## src/rtl/cpu_clock_sched.sv

```systemverilog
// cpu_clock_sched
//
// CPU and timer clock-enable scheduler driven from a single master clock.
// A phase counter divides the master clock down to CPU cycles at one of two
// speeds (fast / slow); speed changes are requested with a strobe and only
// take effect at the next CPU cycle boundary so a CPU cycle is never cut
// short. An independent prescaler produces the timer tick.
//
// Optional feature (macro CPU_CLOCK_SCHED_WAIT_EN):
//   When defined, wait_req stretches the CPU cycle by holding the boundary
//   (phase 0) until wait_req drops. When undefined, wait_req is ignored and
//   no stall logic exists.
//
// Parameters:
//   FAST_DIV   master clocks per CPU cycle in fast mode
//   SLOW_DIV   master clocks per CPU cycle in slow mode
//   TIMER_DIV  master clocks per timer tick
//
// Ports:
//   clk           master clock, rising edge
//   reset         synchronous, active-high reset
//   speed_valid   one-cycle speed-change request strobe
//   speed_req     requested speed, 1 = fast, 0 = slow
//   wait_req      bus wait request (only used with CPU_CLOCK_SCHED_WAIT_EN)
//   cpu_clk_en    one-clk CPU cycle enable
//   timer_clk_en  one-clk timer prescaler tick
//   speed_fast    speed indication decoded from the speed FSM
//   speed_busy    a speed change is pending
//   speed_ack     one-clk pulse when a requested speed takes effect

module cpu_clock_sched #(
    parameter int FAST_DIV  = 3,
    parameter int SLOW_DIV  = 12,
    parameter int TIMER_DIV = 3072
) (
    input  logic clk,
    input  logic reset,
    input  logic speed_valid,
    input  logic speed_req,
    input  logic wait_req,
    output logic cpu_clk_en,
    output logic timer_clk_en,
    output logic speed_fast,
    output logic speed_busy,
    output logic speed_ack
);

    localparam int MAX_DIV = (FAST_DIV > SLOW_DIV) ? FAST_DIV : SLOW_DIV;
    localparam int PHASE_W = (MAX_DIV > 1) ? $clog2(MAX_DIV) : 1;
    localparam int TIMER_W = (TIMER_DIV > 1) ? $clog2(TIMER_DIV) : 1;

    localparam logic [PHASE_W-1:0] FAST_RELOAD  = PHASE_W'(FAST_DIV - 1);
    localparam logic [PHASE_W-1:0] SLOW_RELOAD  = PHASE_W'(SLOW_DIV - 1);
    localparam logic [TIMER_W-1:0] TIMER_RELOAD = TIMER_W'(TIMER_DIV - 1);

    typedef enum logic [1:0] {
        SLOW      = 2'd0,
        FAST      = 2'd1,
        PEND_FAST = 2'd2,
        PEND_SLOW = 2'd3
    } state_t;

    state_t               state;
    logic [PHASE_W-1:0]   phase;
    logic [TIMER_W-1:0]   timer_cnt;
    logic                 boundary;
    logic                 stall;
    logic                 pending;
    logic [PHASE_W-1:0]   reload;

    assign boundary = (phase == '0);

`ifdef CPU_CLOCK_SCHED_WAIT_EN
    // A wait request only matters at the boundary: it freezes phase at 0
    // and defers the CPU enable (and any pending speed change with it).
    assign stall = boundary && wait_req;
`else
    logic wait_req_unused;
    assign wait_req_unused = wait_req;
    assign stall = 1'b0;
`endif

    assign pending = (state == PEND_FAST) || (state == PEND_SLOW);

    // The enable and ack are combinational so the ack lands in the very
    // cycle the new divisor is loaded, and a same-cycle wait_req can
    // suppress the enable.
    assign cpu_clk_en   = !reset && boundary && !stall;
    assign timer_clk_en = !reset && (timer_cnt == '0);
    assign speed_ack    = cpu_clk_en && pending;
    assign speed_busy   = !reset && pending;
    assign speed_fast   = !reset && ((state == FAST) || (state == PEND_SLOW));

    // In a pending state the reload already uses the divisor of the target
    // speed, which is what makes the change take effect at this boundary.
    always_comb begin
        reload = SLOW_RELOAD;
        case (state)
            FAST, PEND_FAST: reload = FAST_RELOAD;
            default:         reload = SLOW_RELOAD;
        endcase
    end

    // Phase counter, timer prescaler and speed FSM.
    always_ff @(posedge clk) begin
        if (reset) begin
            state     <= SLOW;
            phase     <= '0;
            timer_cnt <= '0;
        end else begin
            if (timer_cnt == '0) begin
                timer_cnt <= TIMER_RELOAD;
            end else begin
                timer_cnt <= timer_cnt - 1'b1;
            end

            if (cpu_clk_en) begin
                phase <= reload;
            end else if (!boundary) begin
                phase <= phase - 1'b1;
            end

            case (state)
                SLOW, FAST: begin
                    if (speed_valid) begin
                        state <= speed_req ? PEND_FAST : PEND_SLOW;
                    end
                end
                PEND_FAST: begin
                    if (cpu_clk_en) begin
                        state <= FAST;
                    end
                end
                PEND_SLOW: begin
                    if (cpu_clk_en) begin
                        state <= SLOW;
                    end
                end
                default: state <= SLOW;
            endcase
        end
    end

endmodule

```

## config.mk

```make
export PLATFORM = sky130hd
export DESIGN_NAME = cpu_clock_sched
export DESIGN_NICKNAME = d
export VERILOG_FILES = /design/src/rtl/cpu_clock_sched.sv
export SDC_FILE = /design/constraint.sdc
export NUM_CORES = 1
export LEC_CHECK = 0
export CORE_MARGIN = 5
export CORE_UTILIZATION = 54
export DETAILED_ROUTE_END_ITERATION = 10
export GPL_ROUTABILITY_DRIVEN = 0
export PLACE_DENSITY = 0.77
export REMOVE_ABC_BUFFERS = 1
export SYNTH_ARGS = -nofsm -noshare
export SYNTH_HDL_FRONTEND = slang
export SYNTH_SLANG_ARGS = --single-unit
```

## constraint.sdc

```tcl
create_clock -name clk -period 2.4 [get_ports clk]
set_input_delay 0.6 -clock clk [delete_from_list [all_inputs] [get_ports clk]]
set_output_delay 0.6 -clock clk [all_outputs]
set_load 0.05 [all_outputs]
```

* Yosys cells after proc, flatten, opt, wreduce, memory -nomap -nowiden *
Cells that the tools add are included.

storage, ports and cells
  output and inout bits = 5
  memory bits (read-only) = 0
  input port bits = 5
  RAM bits = 0
  memories kept = 0
  flip-flop bits (word level) = 18
  latch bits = 0

operators by class
  reductions and logical operators = 15
  div/mod/pow operators = 0
  bitwise gates (word level) = 0
  $lt $le $gt $ge = 0
  equal/unequal tests = 7
  muxes and demuxes = 9
  add/subtract/negate cells = 2
  $mul = 0
  shifts and indexed selects = 0

operators by type and width
  operator               number
  $logic_not 12->1       1
  $mux 12                1
  $mux 4                 3
  $sub 12x1->12 const B  1
  $ne 2x2->1 const B     4
  $mux 2                 3
  $pmux 2 s3             1
  $reduce_or 2->1        3
  $logic_and 1x1->1      5
  $eq 2x2->1 const B     2
  $logic_not 4->1        1
  $sub 4x1->4 const B    1
  $reduce_and 3->1       1
  $eq 2x1->1 const B     1
  $logic_not 2->1        1
  $logic_or 1x1->1       2
  $logic_not 1->1        1
  $mux 1                 1

* Longest topological paths before layout *
Gate-level depths: netlist (run 1).

  depth in word-level cells = 4
  depth in mapped cells = 6
  depth with buffers taken out = 5

* Worst setup path after synthesis (run 1) *
OpenSTA, ideal clock, no wires.

  path type = input-to-reg
  start = in reset
  end = reg state[0]
  library setup time = 0.124 ns
  required time = 2.276 ns
  stages on the path = 3
  arrival time = 2.835 ns
  setup slack = -0.560 ns
  buffers on the path = 0
  cell sequence = nor4b_1 > o21ai_0 > mux2i_1

on the way
  longest elaborated chain between the ends = 4

RTL lines
  element                            RTL line  source
  from (decl)                        37        input logic reset,
  $logic_not 1->1                    88        assign cpu_clk_en = !reset && boundary && !stall;
  $logic_and 1x1->1                  88
  $ne 2x2->1 (no source line)        -
  $reduce_and 3->1 (no source line)  -
  to (signal assigned)               126       state <= speed_req ? PEND_FAST : PEND_SLOW;
  to (decl)                          63        state_t state;

Several ways; a longest one is shown, not always the timed one.
A chain may end at the register's enable or synchronous reset.

* Final worst setup path (run 1) *
  start = reg timer_cnt[0]
  end = out timer_clk_en

on the way
  longest elaborated chain between the ends = 2

RTL lines
  element                 RTL line  source
  from (decl)             65        logic [TIMER_W-1:0] timer_cnt;
  from (signal assigned)  114       timer_cnt <= timer_cnt - 1'b1;
  $logic_not 12->1        89        assign timer_clk_en = !reset && (timer_cnt == '0);
  $logic_and 1x1->1       89
  to (decl)               42        output logic timer_clk_en,

No other way between the ends.

==> results_dict.tcl, run 1 <==
set metrics [dict create \
    outcome "complete, but fails checks" \
    failed_checks "negative setup slack" \
    viasPerCell 5.70 \
    crit_required_ns 1.80 \
    drtIter0Drc 28 \
    grt_overflow 0 \
    crit_chain "inv_2 -> ha_1 -> or4b_1 -> or3_4 -> nor2_4 -> buf_12" \
    fin_tns_setup_ns -0.0824 \
    grtUsageTotal_pct 16.9 \
    reg2reg_depth 4 \
    max_slew.worst_pin.slew_ns 0.380 \
    maxCapViolCount 0 \
    synth_fa_ha_area_share_pct 9.15 \
    io_pins 10 \
    p_total_mw 1.65 \
    dieArea_sq_um 2710 \
    crit_arrival_ns 1.86 \
    final_common_cell "dfxtp_1" \
    cp_top_family "simple AND/OR/NAND/NOR gates" \
    grt_max_degree 14 \
    path_buf_inv 2 \
    clk_pin_slew_ns 0.10 \
    holdWs_ns 0.517 \
    p_leak_nw 0.476 \
    synth_top_area_share_pct 37.6 \
    worst_clock_skew_ns 0.00499 \
    slew_violations 0 \
    clockPowerShare_pct 9.2 \
    grt_pass1_wl_mm 3.44 \
    via_count 821 \
    drc 0 \
    port-buffer-count 8 \
    n_antenna_cell 0 \
    holdBufCountCts 0 \
    yosys.area_share.simple_pct 21.3 \
    rows 15 \
    seqPwrFrac_pct 34.5 \
    clock_latency_ns 0.29 \
    post_drt_wl_per_cell_microns 13.0 \
    antenna_found_initial 0 \
    final_cell_count_no_fill 144 \
    yosysWarningCount 0 \
    synthMuxAreaShare_pct 3.27 \
    wirelength_mm 1.88 \
    hold_depth 2 \
    r2r_slack_ns 0.57 \
    p_int_mw 0.946 \
    setup.worst_path.class "reg -> out" \
    ys_seq_elements 18 \
    seq_area_frac_synth_pct 37.6 \
    hold_start "timer_cnt[7]$_SDFF_PP0_" \
    syn_avg_cell_area_sq_um 8.86 \
    cp-end-kind "output pin" \
    switching_share_pct 42.5 \
    ir_drop_mv 0.725 \
    power_density_nw_per_um2 1400 \
    die-width_microns 52.1 \
    syn_inst 108 \
    cp_max_fo 2 \
    fp.dieH_microns 52.1 \
    netlist_area_sq_um 957 \
    cts_tree "done" \
    hpwl_mm 1.31 \
    worst_slack_ns -0.0555 \
    comb_power_share_pct 56.3 \
    clkSinkCount 18 \
    yosysUniqueCellTypes 37 \
    synth-compound-area-share_pct 20.3 \
    synth_area_leaders "dfxtp_1 38%, ha_1 9.2%, a21oi_1 4.7%" \
    start_util_pct 56.0 \
    worst_r2r_endpoint "timer_cnt[11]$_SDFF_PP0_" \
    layout_common_cells "16 x dfxtp_1, 9 x a21oi_1, 7 x nor2_1, 7 x ha_1, 7 x buf_4" \
    switchingPower_mw 0.700 \
    synth.largest_area_cell "dfxtp_1" \
    hold_violations 0 \
    hold_end "timer_cnt[7]$_SDFF_PP0_" \
    ant_nets 0 \
    synth_top_family_by_area "simple AND/OR/NAND/NOR gates" \
    grt_setup_unrepaired "true" \
    htreeDepth 1 \
    final_layout_size_suffix_gt1_share_pct 23.5 \
    relSlewSlack_pct 74.4 \
    core_area_sq_um 1710 \
    drt-pass1-iter-count 4 \
    cp-start-kind "register" \
    min_period_ns 2.46 \
    cp_slowest_stage_delay_ns 0.42 \
    grt_pass1_vias 829 \
    clockBufferDepth 2 \
    cts_root_buf "clkbuf_4" \
    synth_xor_area_share_pct 1.83 \
    finalSetupViolCount 2 \
    rr_startpoint "timer_cnt[1]$_SDFF_PP0_" \
    cts_buffers 3 \
    area_growth_pct 22.9 \
    placed_cells 140 \
    fin_crit_sh_pct 102 \
    fin_nets 133 \
    critPathSlowestCell "or4b_1" \
    fmax_mhz 407 \
    min_path_type "reg -> reg" \
]
==> metrics by stage <==
stage / setup slack (ns) / util (%) / instance area (sq um)
final: -0.0555 / 68.9 / 1180
after global routing: -0.150 / 68.9 / 1180
after CTS: -0.0903 / 68.9 / 1180
after detailed placement: 0.0958 / 66.0 / 1130
after global placement: 0.114 / 66.0 / 1130
after floorplan: -0.560 / - / 921
==> worst max path at each step <==
| stage | startpoint | endpoint | slack [ns] | cells after the start |
|---|---|---|---|---|
| 6_report | timer_cnt[0]$_SDFF_PP0_ | timer_clk_en | -0.06 | 6 |
| 5_1_grt | timer_cnt[0]$_SDFF_PP0_ | timer_clk_en | -0.15 | 6 |
| 4_1_cts | timer_cnt[0]$_SDFF_PP0_ | timer_clk_en | -0.09 | 6 |
| 3_5_place_dp | timer_cnt[1]$_SDFF_PP0_ | timer_clk_en | 0.1 | 6 |
| 3_3_place_gp | reset | cpu_clk_en | 0.11 | 4 |
| 2_1_floorplan | reset | state[0]$_SDFFE_PP0P_ | -0.56 | 3 |
==> worst min-delay path, cell delays in order, from the launching register on <==
cell and delay [ns]:
dfxtp_1 0.34, o41ai_1 0.06, a31oi_1 0.08
==> power by group through the flow <==
stage	registers (mW)	logic [mW]	clock network (mW)
6_report	0.568	0.927	0.151
2_1_floorplan	0.538	0.613	0
3_5_place_dp	0.568	0.883	0
5_1_grt	0.592	1.03	0.166
4_1_cts	0.566	0.932	0.153
3_3_place_gp	0.560	0.857	0
==> layout make-up <==
class                   count  area (sq um)
fillers                   128           532
clock buffers               3          22.5
multi-input cells          76           551
well taps                  25          31.3
repair buffers             15           183
flip-flops and latches     18           363
inverters                   7          26.3
==> cells by family after synthesis <==
group / count (synthesis)
AO/OA/AOI/OAI: 30
XOR/XNOR: 2
flip-flops: 18
multiplexers: 3
buffers and inverters: 14
AND/OR/NAND/NOR: 34
adder cells (fa/ha/maj): 7
==> registers in the layout (all words and copies together) (netlist names) <==
signal,cells
state,2
timer_cnt,12
phase,4
==> synth_stat cells, drive strengths merged <==
| cell type | number |
|---|---|
| a211oi | 1 |
| dfxtp | 18 |
| or3b | 2 |
| o311ai | 1 |
| or4b | 1 |
| ha | 7 |
| or4 | 4 |
| xnor2 | 1 |
| o21bai | 2 |
| or2 | 1 |
| o31a | 1 |
| nor3 | 2 |
| inv | 7 |
| nor4b | 1 |
| mux2 | 1 |
| o211a | 1 |
| a31oi | 6 |
| nor2 | 8 |
| or3 | 4 |
| o41ai | 1 |
| nand3b | 1 |
| nor4 | 3 |
| nand2 | 4 |
| o21ai | 4 |
| mux2i | 2 |
| o21ba | 1 |
| clkbuf | 3 |
| a21oi | 9 |
| xor2 | 1 |
| nand2b | 3 |
| o31ai | 3 |
| buf | 4 |
==> timing repair <==
action / 4_1_cts / 5_1_grt
buffers inserted: 1 / 0
endpoints found under the setup margin: 2 / 3
pin swaps: 2 / 1
gates resized for setup: 8 / 0
==> per-layer routing <==
metal / GRT usage (%) / up-vias / part of all wire [%]
li1: - / 419 / -
met1: 20.9 / 383 / 46
met2: 27.8 / 17 / 50
met3: 3.72 / 2 / 3.1
met4: 7.42 / 0 / 0.90
met5: 0 / - / 0
No activity file was read; power rests on OpenSTA's default activity.
==> run 2, diff against run 1 <==
- CORE_MARGIN: 5 -> 2
- CTS_BUF_LIST: not set -> sky130_fd_sc_hd__clkbuf_8 sky130_fd_sc_hd__clkbuf_16
- GPL_ROUTABILITY_DRIVEN: 0 -> 1
==> run 2 against run 1 <==
The flow still finishes with violations (negative setup slack); sequential share of layout area down 3.9 points; clock skew fell by 0.00074 ns; critical path depth down 2; die area decreased by 22%; via count up 12%; clock power increased by 64%; sequential cell count unchanged; maximum frequency rose by 0.39%.
==> results_dict.tcl, run 2 (synthesized netlist as in run 1, its figures left out) <==
set metrics [dict create \
    switchingPower_mw 0.834 \
    p_leak_nw 0.568 \
    hold_start "timer_cnt[11]$_SDFF_PP0_" \
    port-buffer-count 8 \
    cp_max_fo 5 \
    ir_drop_mv 0.946 \
    seqPwrFrac_pct 30.1 \
    comb_power_share_pct 57.5 \
    crit_chain "or4_4 -> or3_4 -> nor2_4 -> buf_12" \
    cts_buffers 3 \
    outcome "complete, but fails checks" \
    finalSetupViolCount 1 \
    start_util_pct 56.7 \
    final_common_cell "buf_4" \
    drtIter0Drc 41 \
    hpwl_mm 1.39 \
    clk_pin_slew_ns 0.07 \
    dp_slack_ns 0.0576 \
    clockPowerShare_pct 12.5 \
    holdWs_ns 0.531 \
    via_count 920 \
    path_buf_inv 1 \
    die-width_microns 46.1 \
    seq_area_sq_um 363 \
    grt_setup_unrepaired "true" \
    hold_violations 0 \
    fin_tns_setup_ns -0.0460 \
    worst_clock_skew_ns 0.00424 \
    worst_slack_ns -0.0460 \
    antenna_found_initial 0 \
    final_layout_size_suffix_gt1_share_pct 36.1 \
    post_drt_wl_per_cell_microns 17.7 \
    top_register "timer_cnt" \
    cp-start-kind "register" \
    io_pins 10 \
    reg2reg_depth 12 \
    cp_top_family "simple AND/OR/NAND/NOR gates" \
    crit_arrival_ns 1.85 \
    min_period_ns 2.45 \
    fmax_mhz 409 \
    cp_slowest_stage_delay_ns 0.54 \
    htreeDepth 1 \
    largest_register_ffs 12 \
    fillers 84 \
    grt_overflow 0 \
    r2r_slack_ns 0.10 \
    fp.dieH_microns 46.1 \
    grt_max_degree 14 \
    hold_end "timer_cnt[11]$_SDFF_PP0_" \
    rows 15 \
    drc 0 \
    p_int_mw 1.15 \
    setup.worst_path.class "reg -> out" \
    critPathSlowestCell "or4_4" \
    grt_pass1_vias 805 \
    clockBufferDepth 2 \
    max_slew.worst_pin.slew_ns 0.471 \
    wirelength_mm 2.65 \
    n_antenna_cell 0 \
    rr_startpoint "timer_cnt[1]$_SDFF_PP0_" \
    fin_crit_sh_pct 102 \
    place.gp.congestion 0.708 \
    dieArea_sq_um 2130 \
    ant_nets 0 \
    fin_nets 146 \
    grt_pass1_wl_mm 3.33 \
    worst_r2r_endpoint "timer_cnt[6]$_SDFF_PP0_" \
    cts_root_buf "clkbuf_8" \
    min_path_type "reg -> reg" \
    area_growth_pct 40.8 \
    relSlewSlack_pct 68.3 \
    power_density_nw_per_um2 1470 \
    multiInputGateArea_sq_um 599 \
    drt-pass1-iter-count 4 \
    viasPerCell 6.13 \
    slew_violations 0 \
    clkSinkCount 18 \
    hold_depth 2 \
    core_area_sq_um 1690 \
    top_regs "timer_cnt (12), phase (4), state (2)" \
    cts_tree "done" \
    clock_latency_ns 0.25 \
    cp-end-kind "output pin" \
    crit_required_ns 1.80 \
    cp.depth 4 \
    maxCapViolCount 0 \
    failed_checks "negative setup slack" \
    switching_share_pct 42.1 \
    layout_common_cells "20 x buf_4, 16 x dfxtp_1, 9 x a21oi_1" \
    grtUsageTotal_pct 21.4 \
]
run 2: cell count changes in the layout (fill, tap and decap cells not counted), moves of 2 or more:
cell	previous run	this run
clkbuf_4	3	0
buf_4	7	20
ha_1	7	4
ha_4	0	2
clkbuf_8	0	4
or3b_4	0	2
run 2: routing by layer:
layer / global-route usage [%] / wire length [microns] / up-vias
met3: 3.53 / 73 / 6
met4: 6.29 / 31 / 0
met5: 0 / 0 / -
met1: 26.9 / 1180 / 450
li1: - / - / 441
met2: 37.2 / 1370 / 23
run 2: per-stage QoR:
| step | util [%] | cell area [sq um] | instances | total power, mW |
|---|---|---|---|---|
| floorplan | - | 921 | 101 | 1.15 |
| CTS | 75.9 | 1280 | 146 | 1.81 |
| finish | 79.8 | 1350 | 150 | 1.98 |
| detailed placement | 66.1 | 1120 | 132 | 1.46 |
| global route | 79.8 | 1350 | 150 | 2.09 |
| global placement | 66.1 | 1120 | 132 | 1.41 |
run 2: how the worst max path moves through the flow:
stage / from / end / slack (ns)
6_report: timer_cnt[6]$_SDFF_PP0_ / timer_clk_en / -0.05
2_1_floorplan: reset / state[0]$_SDFFE_PP0P_ / -0.56
4_1_cts: timer_cnt[0]$_SDFF_PP0_ / timer_clk_en / -0.04
3_5_place_dp: timer_cnt[1]$_SDFF_PP0_ / timer_clk_en / 0.06
3_3_place_gp: reset / cpu_clk_en / 0.12
5_1_grt: timer_cnt[0]$_SDFF_PP0_ / timer_clk_en / -0.09
run 2: power by group through the flow:
| stage | clock network (mW) | registers (mW) | logic [mW] |
|---|---|---|---|
| CTS | 0.246 | 0.569 | 0.996 |
| global route | 0.262 | 0.609 | 1.22 |
| global placement | 0 | 0.558 | 0.855 |
| floorplan | 0 | 0.538 | 0.613 |
| detailed placement | 0 | 0.568 | 0.893 |
| finish | 0.247 | 0.595 | 1.14 |
run 2: worst register-to-register path: stages, from the launching register on:
cell	delay [ns]
dfxtp_2	0.33
inv_2	0.07
buf_4	0.10
buf_4	0.09
buf_4	0.09
buf_4	0.09
buf_4	0.09
buf_4	0.09
buf_4	0.10
ha_4	0.12
or3b_4	0.39
or4_2	0.55
a31oi_1	0.14
run 2: area by class of cell:
cell class | instances | area share, %
Clock buffer | 4 | 4.09
Inverter | 7 | 1.95
Multi-Input combinational cell | 76 | 44.5
Sequential cell | 18 | 26.9
Tap cell | 17 | 1.58
Timing Repair Buffer | 28 | 21.0
run 2: what timing repair did:
action                     CTS  global route
resized for setup           11             8
setup buffers               10             4
hold buffers                 0             0
pin swaps                    2             2
setup endpoints to repair    2             5
hold endpoints to repair     0             0
==> run 3, diff against run 2 <==
- GPL_TIMING_DRIVEN: not set -> 0
- SLEW_MARGIN: not set -> 20
==> run 3 against run 2 <==
The run still ends with negative setup slack left; sequential cell count is the same; cell count shrank 11%; sequential power shrank 3%; maximum frequency is essentially flat; critical path depth is the same; final area shrank 15%; sequential share of layout area grew 4.9 points; critical path type unchanged.
==> results_dict.tcl, run 3 (synthesized netlist as in run 1, its figures left out) <==
set metrics [dict create \
    cts_root_buf "clkbuf_8" \
    drtIter0Drc 13 \
    core_area_sq_um 1690 \
    grt_max_degree 22 \
    min_period_ns 2.44 \
    htreeDepth 1 \
    dieArea_sq_um 2130 \
    clk_pin_slew_ns 0.07 \
    holdBufCountCts 0 \
    hold_depth 2 \
    fin_crit_sh_pct 102 \
    grt_setup_unrepaired "true" \
    port-buffer-count 8 \
    worst_r2r_endpoint "timer_cnt[6]$_SDFF_PP0_" \
    via_count 833 \
    layout_common_cells "15 x dfxtp_1, 9 x a21oi_1, 7 x nor2_1" \
    hold_start "timer_cnt[7]$_SDFF_PP0_" \
    post_drt_wl_per_cell_microns 14.9 \
    drc 0 \
    fin_nets 130 \
    power_density_nw_per_um2 1490 \
    grtUsageTotal_pct 20.8 \
    setup.worst_path.class "reg -> out" \
    hold_violations 0 \
    placed_cell_area_sq_um 1020 \
    p_leak_nw 0.468 \
    area_growth_pct 19.6 \
    top_register "timer_cnt" \
    relSlewSlack_pct 68.0 \
    grt_pass1_vias 742 \
    fmax_mhz 409 \
    cts_tree "done" \
    finish.instance_area_sq_um 1140 \
    final_common_cell "dfxtp_1" \
    max_slew.worst_pin.slew_ns 0.483 \
    grt_overflow 0 \
    slew_violations 0 \
    cts_buffers 3 \
    worst_clock_skew_ns 0.00218 \
    ir_drop_mv 0.953 \
    r2r_slack_ns 0.53 \
    top_regs "timer_cnt (12), phase (4), state (2)" \
    outcome "complete, but fails checks" \
    worst_slack_ns -0.0441 \
    clock_latency_ns 0.25 \
    crit_required_ns 1.80 \
    ant_nets 0 \
    start_util_pct 56.7 \
    clockBufferDepth 2 \
    min_path_type "reg -> reg" \
    viasPerCell 6.22 \
    place.gp.congestion 0.697 \
    cp-start-kind "register" \
    cp_max_fo 7 \
    wirelength_mm 2.00 \
    final_layout_size_suffix_gt1_share_pct 23.9 \
    die-width_microns 46.1 \
    hpwl_mm 1.33 \
    failed_checks "negative setup slack" \
    cp-end-kind "output pin" \
    fp.dieH_microns 46.1 \
    grt_pass1_wl_mm 3.14 \
    rr_startpoint "timer_cnt[0]$_SDFF_PP0_" \
    clkSinkCount 18 \
    finalSetupViolCount 1 \
    antenna_found_initial 0 \
    fin_tns_setup_ns -0.0441 \
    crit_arrival_ns 1.84 \
    n_antenna_cell 0 \
    largest_register_ffs 12 \
    reg2reg_depth 5 \
    maxCapViolCount 0 \
    hold_end "timer_cnt[7]$_SDFF_PP0_" \
    drt-pass1-iter-count 5 \
    io_pins 10 \
    rows 15 \
]
## run 3: changes by cell type in the layout (fill, tap and decap cells not counted), sizes merged
| cell | change |
|---|---|
| buf | -19 |
| clkdlybuf4s15 | +1 |
| clkdlybuf4s18 | +1 |
| dlygate4sd2 | +2 |
| dlymetal6s2s | -1 |
## run 3: report_power, final
| group | internal, mW | total (mW) | switching, mW |
|---|---|---|---|
| clock network | 0.146 | 0.245 | 0.0992 |
| logic | 0.402 | 0.879 | 0.477 |
| registers | 0.432 | 0.578 | 0.146 |
## run 3: metrics by stage
step,worst slack [ns],cells,power [mW],hold WS (ns),utilization [%]
2_1_floorplan,-0.560,101,1.15,0.456,-
3_3_place_gp,-0.970,126,1.30,0.480,60.5
3_5_place_dp,-1.01,126,1.35,0.486,60.5
4_1_cts,-0.103,133,1.66,0.511,66.2
5_1_grt,-0.0843,134,1.83,0.536,67.8
6_report,-0.0441,134,1.70,0.509,67.8
## run 3: how the worst max path moves through the flow
stage	start	to	slack (ns)	cells after the start
CTS	timer_cnt[0]$_SDFF_PP0_	timer_clk_en	-0.10	6
global placement	reset	cpu_clk_en	-0.97	3
finish	timer_cnt[6]$_SDFF_PP0_	timer_clk_en	-0.04	4
detailed placement	reset	cpu_clk_en	-1.01	3
global route	timer_cnt[6]$_SDFF_PP0_	timer_clk_en	-0.08	4
floorplan	reset	state[0]$_SDFFE_PP0P_	-0.56	3
## run 3: critical path: stages, from the launching register on
cell	delay [ns]
dfxtp_2	0.34
or4_4	0.58
or3_4	0.41
nor2_4	0.10
buf_8	0.15
## run 3: final cells by class
cell class,count,area (sq um)
Inverter,7,26.3
Multi-Input combinational cell,76,567
Fill cell,134,544
Tap cell,17,21.3
Timing Repair Buffer,12,111
Clock buffer,4,55.1
Sequential cell,18,364
## run 3: layer usage
layer  GRT usage (%)  share of wire [%]
met4            10.3                1.8
met5               0                  0
met3            3.53                2.9
met2            33.3                 50
met1            26.9                 45
## run 3: what timing repair did
| action | 4_1_cts | 5_1_grt |
|---|---|---|
| endpoints found under the setup margin | 5 | 3 |
| resized for setup | 32 | 5 |
| setup buffers | 3 | 1 |
| pin swaps | 2 | 3 |
